==> config.mk <==
export PLATFORM = sky130hd
export DESIGN_NAME = wb_port_arbiter
export DESIGN_NICKNAME = d
export VERILOG_FILES = /design/src/rtl/wb_pkg.sv /design/src/rtl/rr_arb4.sv /design/src/rtl/wb_port_arbiter.sv
export SDC_FILE = /design/constraint.sdc
export NUM_CORES = 1
export LEC_CHECK = 0
export BUFFER_PORTS_ARGS = -buffer_cell sky130_fd_sc_hd__buf_2
export CAP_MARGIN = 20
export CORE_MARGIN = 10
export CORE_UTILIZATION = 41
export CTS_CLUSTER_DIAMETER = 200
export DETAILED_ROUTE_END_ITERATION = 10
export PLACE_DENSITY = 0.86
export REMOVE_ABC_BUFFERS = 1
export SETUP_SLACK_MARGIN = 0.1
export SLEW_MARGIN = 15
export SYNTH_ARGS = -nofsm -noshare
export SYNTH_HDL_FRONTEND = slang
export SYNTH_SLANG_ARGS = --single-unit
==> constraint.sdc <==
create_clock -name clk -period 3.8 [get_ports clk]
set_input_delay 0.19 -clock clk [delete_from_list [all_inputs] [get_ports clk]]
set_output_delay 0.19 -clock clk [all_outputs]
set_load 0.03 [all_outputs]
==> src/rtl/wb_pkg.sv <==
// Shared definitions for the writeback-port arbiter: source count, register
// address width, source indices and the round-robin pointer step.
package wb_pkg;

  localparam int NSRC = 4;
  localparam int RAW  = 5;

  typedef logic [1:0] src_idx_t;

  localparam src_idx_t SRC_ALU = 2'd0;
  localparam src_idx_t SRC_MEM = 2'd1;
  localparam src_idx_t SRC_MDU = 2'd2;
  localparam src_idx_t SRC_CP0 = 2'd3;

  // The winner drops to lowest priority; the pointer wraps modulo 4.
  function automatic src_idx_t next_ptr(input src_idx_t g);
    return g + 2'd1;
  endfunction

endpackage

==> src/rtl/rr_arb4.sv <==
// Combinational 4-way round-robin picker: searches ptr, ptr+1, ptr+2, ptr+3
// and returns the first active request as one-hot grant plus index.
module rr_arb4
  import wb_pkg::*;
(
  input  logic [NSRC-1:0] req,
  input  src_idx_t        ptr,
  input  logic            en,
  output logic [NSRC-1:0] grant,
  output src_idx_t        idx,
  output logic            any
);

  src_idx_t cand_s;

  // Walk the search order from lowest to highest priority so the last hit wins.
  always_comb begin
    grant  = 4'b0000;
    idx    = 2'd0;
    any    = 1'b0;
    cand_s = 2'd0;
    if (en) begin
      for (int k = NSRC - 1; k >= 0; k--) begin
        cand_s = ptr + 2'(k);
        if (req[cand_s]) begin
          idx = cand_s;
          any = 1'b1;
        end else begin
          any = any;
        end
      end
      if (any) begin
        grant = 4'b0001 << idx;
      end else begin
        grant = 4'b0000;
      end
    end else begin
      grant = 4'b0000;
    end
  end

endmodule

==> src/rtl/wb_port_arbiter.sv <==
// Round-robin arbiter for the register-file write port: grants one writeback
// source per unstalled cycle and registers its address/data for the regfile.
module wb_port_arbiter
  import wb_pkg::*;
#(
  parameter int DW = 32
) (
  input  logic                 clk,
  input  logic                 rst,
  input  logic [NSRC-1:0]      req_valid,
  input  logic [NSRC*RAW-1:0]  req_addr,
  input  logic [NSRC*DW-1:0]   req_data,
  output logic [NSRC-1:0]      req_ready,
  input  logic                 wb_stall,
  output logic [1:0]           addr_sel,
  output logic                 wb_we,
  output logic [RAW-1:0]       wb_addr,
  output logic [DW-1:0]        wb_data,
  output logic [1:0]           wb_src
);

  src_idx_t            ptr_r;
  src_idx_t            last_sel_r;
  logic                wb_we_r;
  logic [RAW-1:0]      wb_addr_r;
  logic [DW-1:0]       wb_data_r;
  src_idx_t            wb_src_r;

  logic [NSRC-1:0]     grant_s;
  src_idx_t            idx_s;
  logic                any_s;
  logic [RAW-1:0]      sel_addr_s;
  logic [DW-1:0]       sel_data_s;

  rr_arb4 u_arb (
    .req   (req_valid),
    .ptr   (ptr_r),
    .en    (~wb_stall),
    .grant (grant_s),
    .idx   (idx_s),
    .any   (any_s)
  );

  assign req_ready = grant_s;

  // Address-mux select follows the live grant and parks on the last winner.
  always_comb begin
    addr_sel = last_sel_r;
    if (any_s) begin
      addr_sel = idx_s;
    end else begin
      addr_sel = last_sel_r;
    end
  end

  // Route the granted source's address and data toward the writeback register.
  always_comb begin
    sel_addr_s = {RAW{1'b0}};
    sel_data_s = {DW{1'b0}};
    case (idx_s)
      SRC_ALU: begin
        sel_addr_s = req_addr[0*RAW +: RAW];
        sel_data_s = req_data[0*DW +: DW];
      end
      SRC_MEM: begin
        sel_addr_s = req_addr[1*RAW +: RAW];
        sel_data_s = req_data[1*DW +: DW];
      end
      SRC_MDU: begin
        sel_addr_s = req_addr[2*RAW +: RAW];
        sel_data_s = req_data[2*DW +: DW];
      end
      SRC_CP0: begin
        sel_addr_s = req_addr[3*RAW +: RAW];
        sel_data_s = req_data[3*DW +: DW];
      end
      default: begin
        sel_addr_s = {RAW{1'b0}};
        sel_data_s = {DW{1'b0}};
      end
    endcase
  end

  // Pointer and writeback stage; a stall freezes everything, including wb_we,
  // so the pending write stays presented. Writes to r0 complete but never enable.
  always_ff @(posedge clk) begin
    if (rst) begin
      ptr_r      <= 2'd0;
      last_sel_r <= 2'd0;
      wb_we_r    <= 1'b0;
      wb_addr_r  <= {RAW{1'b0}};
      wb_data_r  <= {DW{1'b0}};
      wb_src_r   <= 2'd0;
    end else if (any_s) begin
      ptr_r      <= next_ptr(idx_s);
      last_sel_r <= idx_s;
      wb_we_r    <= (sel_addr_s != {RAW{1'b0}});
      wb_addr_r  <= sel_addr_s;
      wb_data_r  <= sel_data_s;
      wb_src_r   <= idx_s;
    end else if (!wb_stall) begin
      wb_we_r    <= 1'b0;
    end else begin
      wb_we_r    <= wb_we_r;
    end
  end

  assign wb_we   = wb_we_r;
  assign wb_addr = wb_addr_r;
  assign wb_data = wb_data_r;
  assign wb_src  = wb_src_r;

endmodule

======== Word-level counts from Yosys, hierarchy flattened ========
Index checks and enable logic that the tools add are counted.
storage, ports and cells
  bits in registers ....................... 44
  input bits .............................. 155
  word-level logic and storage cells ...... 48
cells by class
  add/sub/neg operators ................... 4
  $lt $le $gt $ge ......................... 4
  equality and inequality tests ........... 4
  shift-type cells ........................ 1
  multiplexer cells ....................... 27
  reduce and logical (&&, ||, !) cells .... 2
operator list
  operator                                                               number
  32-bit one-hot mux with 4 select lines                                 1
  5-bit one-hot mux with 4 select lines                                  1
  2-bit 2-to-1 mux                                                       7
  2-bit by 3-bit < comparator with 1-bit output (second input constant)  4
  1-bit 2-to-1 mux                                                       12
  1-bit binary-select mux with 2-bit select                              4
  4-bit 2-to-1 mux                                                       2
  5-bit nonzero test                                                     1
  2-bit by 1-bit adder with 2-bit output (second input constant)         2
  2-bit adder (second input constant)                                    2
  2-bit == test (second input constant)                                  2
  1-bit by 2-bit << shifter with 4-bit output (first input constant)     1
  2-bit by 1-bit == test with 1-bit output (second input constant)       1
  2-bit zero test                                                        1
  2-bit by 1-bit != test with 1-bit output (second input constant)       1

======== Longest topological paths before layout ========
  word-level depth ........................ 13
  mapped depth ............................ 12

======== Cells and area by module ========
A second synthesis with hierarchy kept.
unflattened totals
  cell total of the unflattened synthesis .. 306
  area total of the unflattened synthesis .. 2561.2 um2
by module, submodules not included
  module           instances  cells each  area each (um2)  sequential area each (um2)
  wb_port_arbiter  1          287         2421.1           880.8
  rr_arb4          1          19          140.1            0.0

======== Least setup slack after synthesis ========
No wires, ideal clock.
  kind .................................... flip-flop to flip-flop
  from .................................... reg ptr_r[1]
  to ...................................... reg wb_we_r (netlist: wb_we)
  setup time .............................. 132 ps
  arrival ................................. 2533 ps
  data required time ...................... 3668 ps
  path slack .............................. 1135 ps
  cell stages (with the launch flop) ...... 12
  cells stage by stage .................... dfxtp_1 -> mux2i_1 -> nor2_1 -> or4_1 -> buf_2 -> buf_4 -> ha_1 -> clkbuf_1 -> a221oi_1 -> o32ai_1 -> o41ai_1 -> a21oi_1
between the ends
  cells in the longest elaborated chain, start to end .. 13
ends and longest elaborated chain
  item                                         RTL line                source
  from (decl)                                  wb_port_arbiter.sv:22   src_idx_t ptr_r;
  from (signal assigned)                       wb_port_arbiter.sv:95   ptr_r <= next_ptr(idx_s);
  2-bit adder                                  rr_arb4.sv:24           cand_s = ptr + 2'(k);
  1-bit binary-select mux with 2-bit select    rr_arb4.sv:25           if (req[cand_s]) begin
  1-bit 2-to-1 mux (not written as such)       rr_arb4.sv:25
  2-bit 2-to-1 mux (4 in series)               rr_arb4.sv:25
  2-bit 2-to-1 mux (2 in series)               rr_arb4.sv:22           if (en) begin
  2-bit == test, or another cell as far along  wb_port_arbiter.sv:60   case (idx_s)
  5-bit one-hot mux with 4 select lines        wb_port_arbiter.sv:60
  5-bit nonzero test                           wb_port_arbiter.sv:97   wb_we_r <= (sel_addr_s != {RAW{1'b0}});
  1-bit 2-to-1 mux                             wb_port_arbiter.sv:94   end else if (any_s) begin
  to (signal assigned)                         wb_port_arbiter.sv:97
  to (signal assigned)                         wb_port_arbiter.sv:104  wb_we_r <= wb_we_r;
  to (decl)                                    wb_port_arbiter.sv:24   logic wb_we_r;
Several ways; a longest one is shown, not always the timed one. The select of a mux whose other input is x is not followed.
A chain may end at the register's enable or synchronous reset.

======== Worst setup path after layout ========
Same ends and word-level chain as after synthesis.

==> flow_summary.json <==
{
  "synth_ff_type": "dfxtp_1",
  "worstHoldPathType": "in2reg",
  "synth.distinct_cells": 32,
  "power.share.clock": 0.221,
  "max_freq_mhz": 307,
  "rsz0062_at_grt": "no",
  "design_area_um2": 3810,
  "crit_family": "compound AO/OA/AOI/OAI gates",
  "root_buffer": "clkbuf_8",
  "syn_area_per_cell_um2": 7.08,
  "seqPwrFrac": 0.415,
  "synth_seq_cells": 44,
  "comb_power_share": 0.364,
  "synth-edff-count": 0,
  "dieArea_um2": 10200,
  "grt-ovfl-total": 0,
  "cts_made_buffers": 5,
  "hpwl_um": 8640,
  "synth_common_cells": "dfxtp_1, nand2_1, inv_1, o21ai_0",
  "ant_nets": 0,
  "p_int_mw": 0.794,
  "startpoint_type": "register",
  "cp_cell_sequence": "mux2i_1 > nor2_1 > or4_1 > buf_4 > ha_1 > a221oi_1 > o32ai_1 > o41ai_1 > a21oi_1",
  "maxCapViolCount": 0,
  "syn_area_um2": 2700,
  "arrival_ps": 3400,
  "clock_latency_ps": 290,
  "min_period_ps": 3260,
  "fin_ws_ps": 539,
  "crit_buf_inv": 1,
  "fillers": 647,
  "fp.dieW_um": 101,
  "drc": 0,
  "worst_slew_pin_slew_ps": 978,
  "r2r_setup_slack_ps": 540,
  "r2r_start": "ptr_r[1]",
  "clk_pin_slew_ps": 80,
  "seqCellArea_um2": 881,
  "ys_async_sr_fraction": 0,
  "synth_largest_area_cell": "dfxtp_1",
  "cts_sinks": 44,
  "vias": 3599,
  "cts_tree": "done",
  "total_power_mw": 1.24,
  "vdd_drop_max_mv": 0.182,
  "synth-seq-area-share": 0.326,
  "cts_resized": 0,
  "drt_pass1_iterations": 4,
  "cts_setup_buffers": 0,
  "wire_per_inst_um": 17.6,
  "dp.cells": 632,
  "antenna_found_initial": 0,
  "placed_area_um2": 3730,
  "routed_via_density": 5.63,
  "cpPeakStageDelay_ps": 490,
  "syn_inst": 382,
  "grt_pass1_wl_um": 17300,
  "drv_slew": 0,
  "grt_max_degree": 45,
  "end_kind": "register",
  "synth_warnings": 0,
  "drtIter0Drc": 131,
  "critical_path.slowest_cell": "dfxtp_1",
  "cts_buffer_depth": 2,
  "timing.critical_path.from": "ptr_r[1]",
  "final_layout_size_suffix_gt1_frac": 0.395,
  "slew_headroom": 0.347,
  "worst-path-max-fanout": 23,
  "swShare": 0.361,
  "antenna_cells": 0,
  "cts_hold_buf": 0,
  "outcome": "finished, final reports clean",
  "yosys-top-cells-area": "dfxtp_1, a22o_1, a31oi_1, o21ai_0, nand2_1",
  "finalCritPeriodShare": 0.858,
  "htree_num_levels": 2,
  "critical_path_class": "reg2reg",
  "syn_to_final_growth_pct": 41.0,
  "start_util": 0.423,
  "routed_wl_um": 11300,
  "pin_count": 201,
  "finalHoldViolCount": 0,
  "rows": 29,
  "grt_pass1_vias": 3656,
  "finalNonFillerCells": 639,
  "required_ps": 3940,
  "hold_start": "req_data[10]",
  "gp_congestion": 0.894,
  "synth_top_area_share": 0.326,
  "p_leak_nw": 1.90,
  "gr-usage-all-layers": 0.200,
  "die_h_um": 101,
  "setup_viol": 0,
  "skew_ps": 3.33,
  "p_switching_mw": 0.449,
  "fin_nets": 720,
  "portBuffers": 200,
  "multi_input_area_um2": 1530,
  "core_area_um2": 6390,
  "pre_cts_slack_ps": 676,
  "powerDensity_nw_per_um2": 326
}
[per-layer routing]
layer  vias up  GRT usage  share of wire
li1       1722          -              -
met1      1667      0.227           0.39
met2       186      0.340           0.49
met3        24     0.0708           0.10
met4         0     0.0654          0.018
met5         -          0              0
[flip-flops by register name (all words and copies together) (netlist names)]
name        flops
last_sel_r      2
ptr_r           2
wb_data        32
wb_addr         5
wb_src          2
wb_we           1
[power by group through the flow]
stage	clock network [mW]	logic (mW)	registers, mW
5_1_grt	0.305	0.489	0.521
2_1_floorplan	0	0.183	0.590
3_3_place_gp	0	0.439	0.525
3_5_place_dp	0	0.450	0.526
6_report	0.275	0.452	0.516
4_1_cts	0.285	0.451	0.515
[worst min-delay path, cell delays in order]
cell,delay (ps)
buf_2,100
nand3_1,50
a31oi_1,80
[layout by cell type (no fill, tap or decap), types with 2 or more instances in the layout]
cell and instances:
a31oi_1 32, buf_4 11, inv_1 37, nor2_1 11, clkbuf_8 5, a221oi_1 5
nand3_1 32, a22oi_1 2, o21ai_0 36, a211oi_1 2, o32ai_1 4, a21oi_1 11
dfxtp_1 44, a22o_1 32, buf_2 200, nand2_1 44, nor2b_1 3, ha_1 3
o21a_1 2, nor3_1 32
[layout make-up]
type                            instances  share of cell area
Clock buffer                            6              0.0190
Inverter                               37              0.0364
Multi-Input combinational cell        263               0.402
Clock inverter                          1             0.00131
Tap cell                               77              0.0253
Timing Repair Buffer                  211               0.284
Sequential cell                        44               0.231
[stage by stage]
step | setup TNS (ps) | util | hold WS, ps
2_1_floorplan | -12980 | - | 259
3_3_place_gp | 0 | 0.585 | 441
3_5_place_dp | 0 | 0.585 | 448
4_1_cts | 0 | 0.597 | 181
5_1_grt | 0 | 0.597 | 188
6_report | 0 | 0.597 | 188
[kinds of logic after synthesis]
logic type	count (synthesis)	synth area share
AND/OR/NAND/NOR	128	0.215
adder cells (fa/ha/maj)	3	0.0139
AO/OA/AOI/OAI	131	0.326
buffers and inverters	75	0.116
multiplexers	1	0.00370
flip-flops	44	0.326
[worst paths after layout]
path / endpoint / cells past startpoint
max: wb_we / 9
min: wb_data[10] / 3
max reg2reg: wb_we / 9
min reg2reg: wb_addr[0] / 2
(Power assumes the default switching activity.)
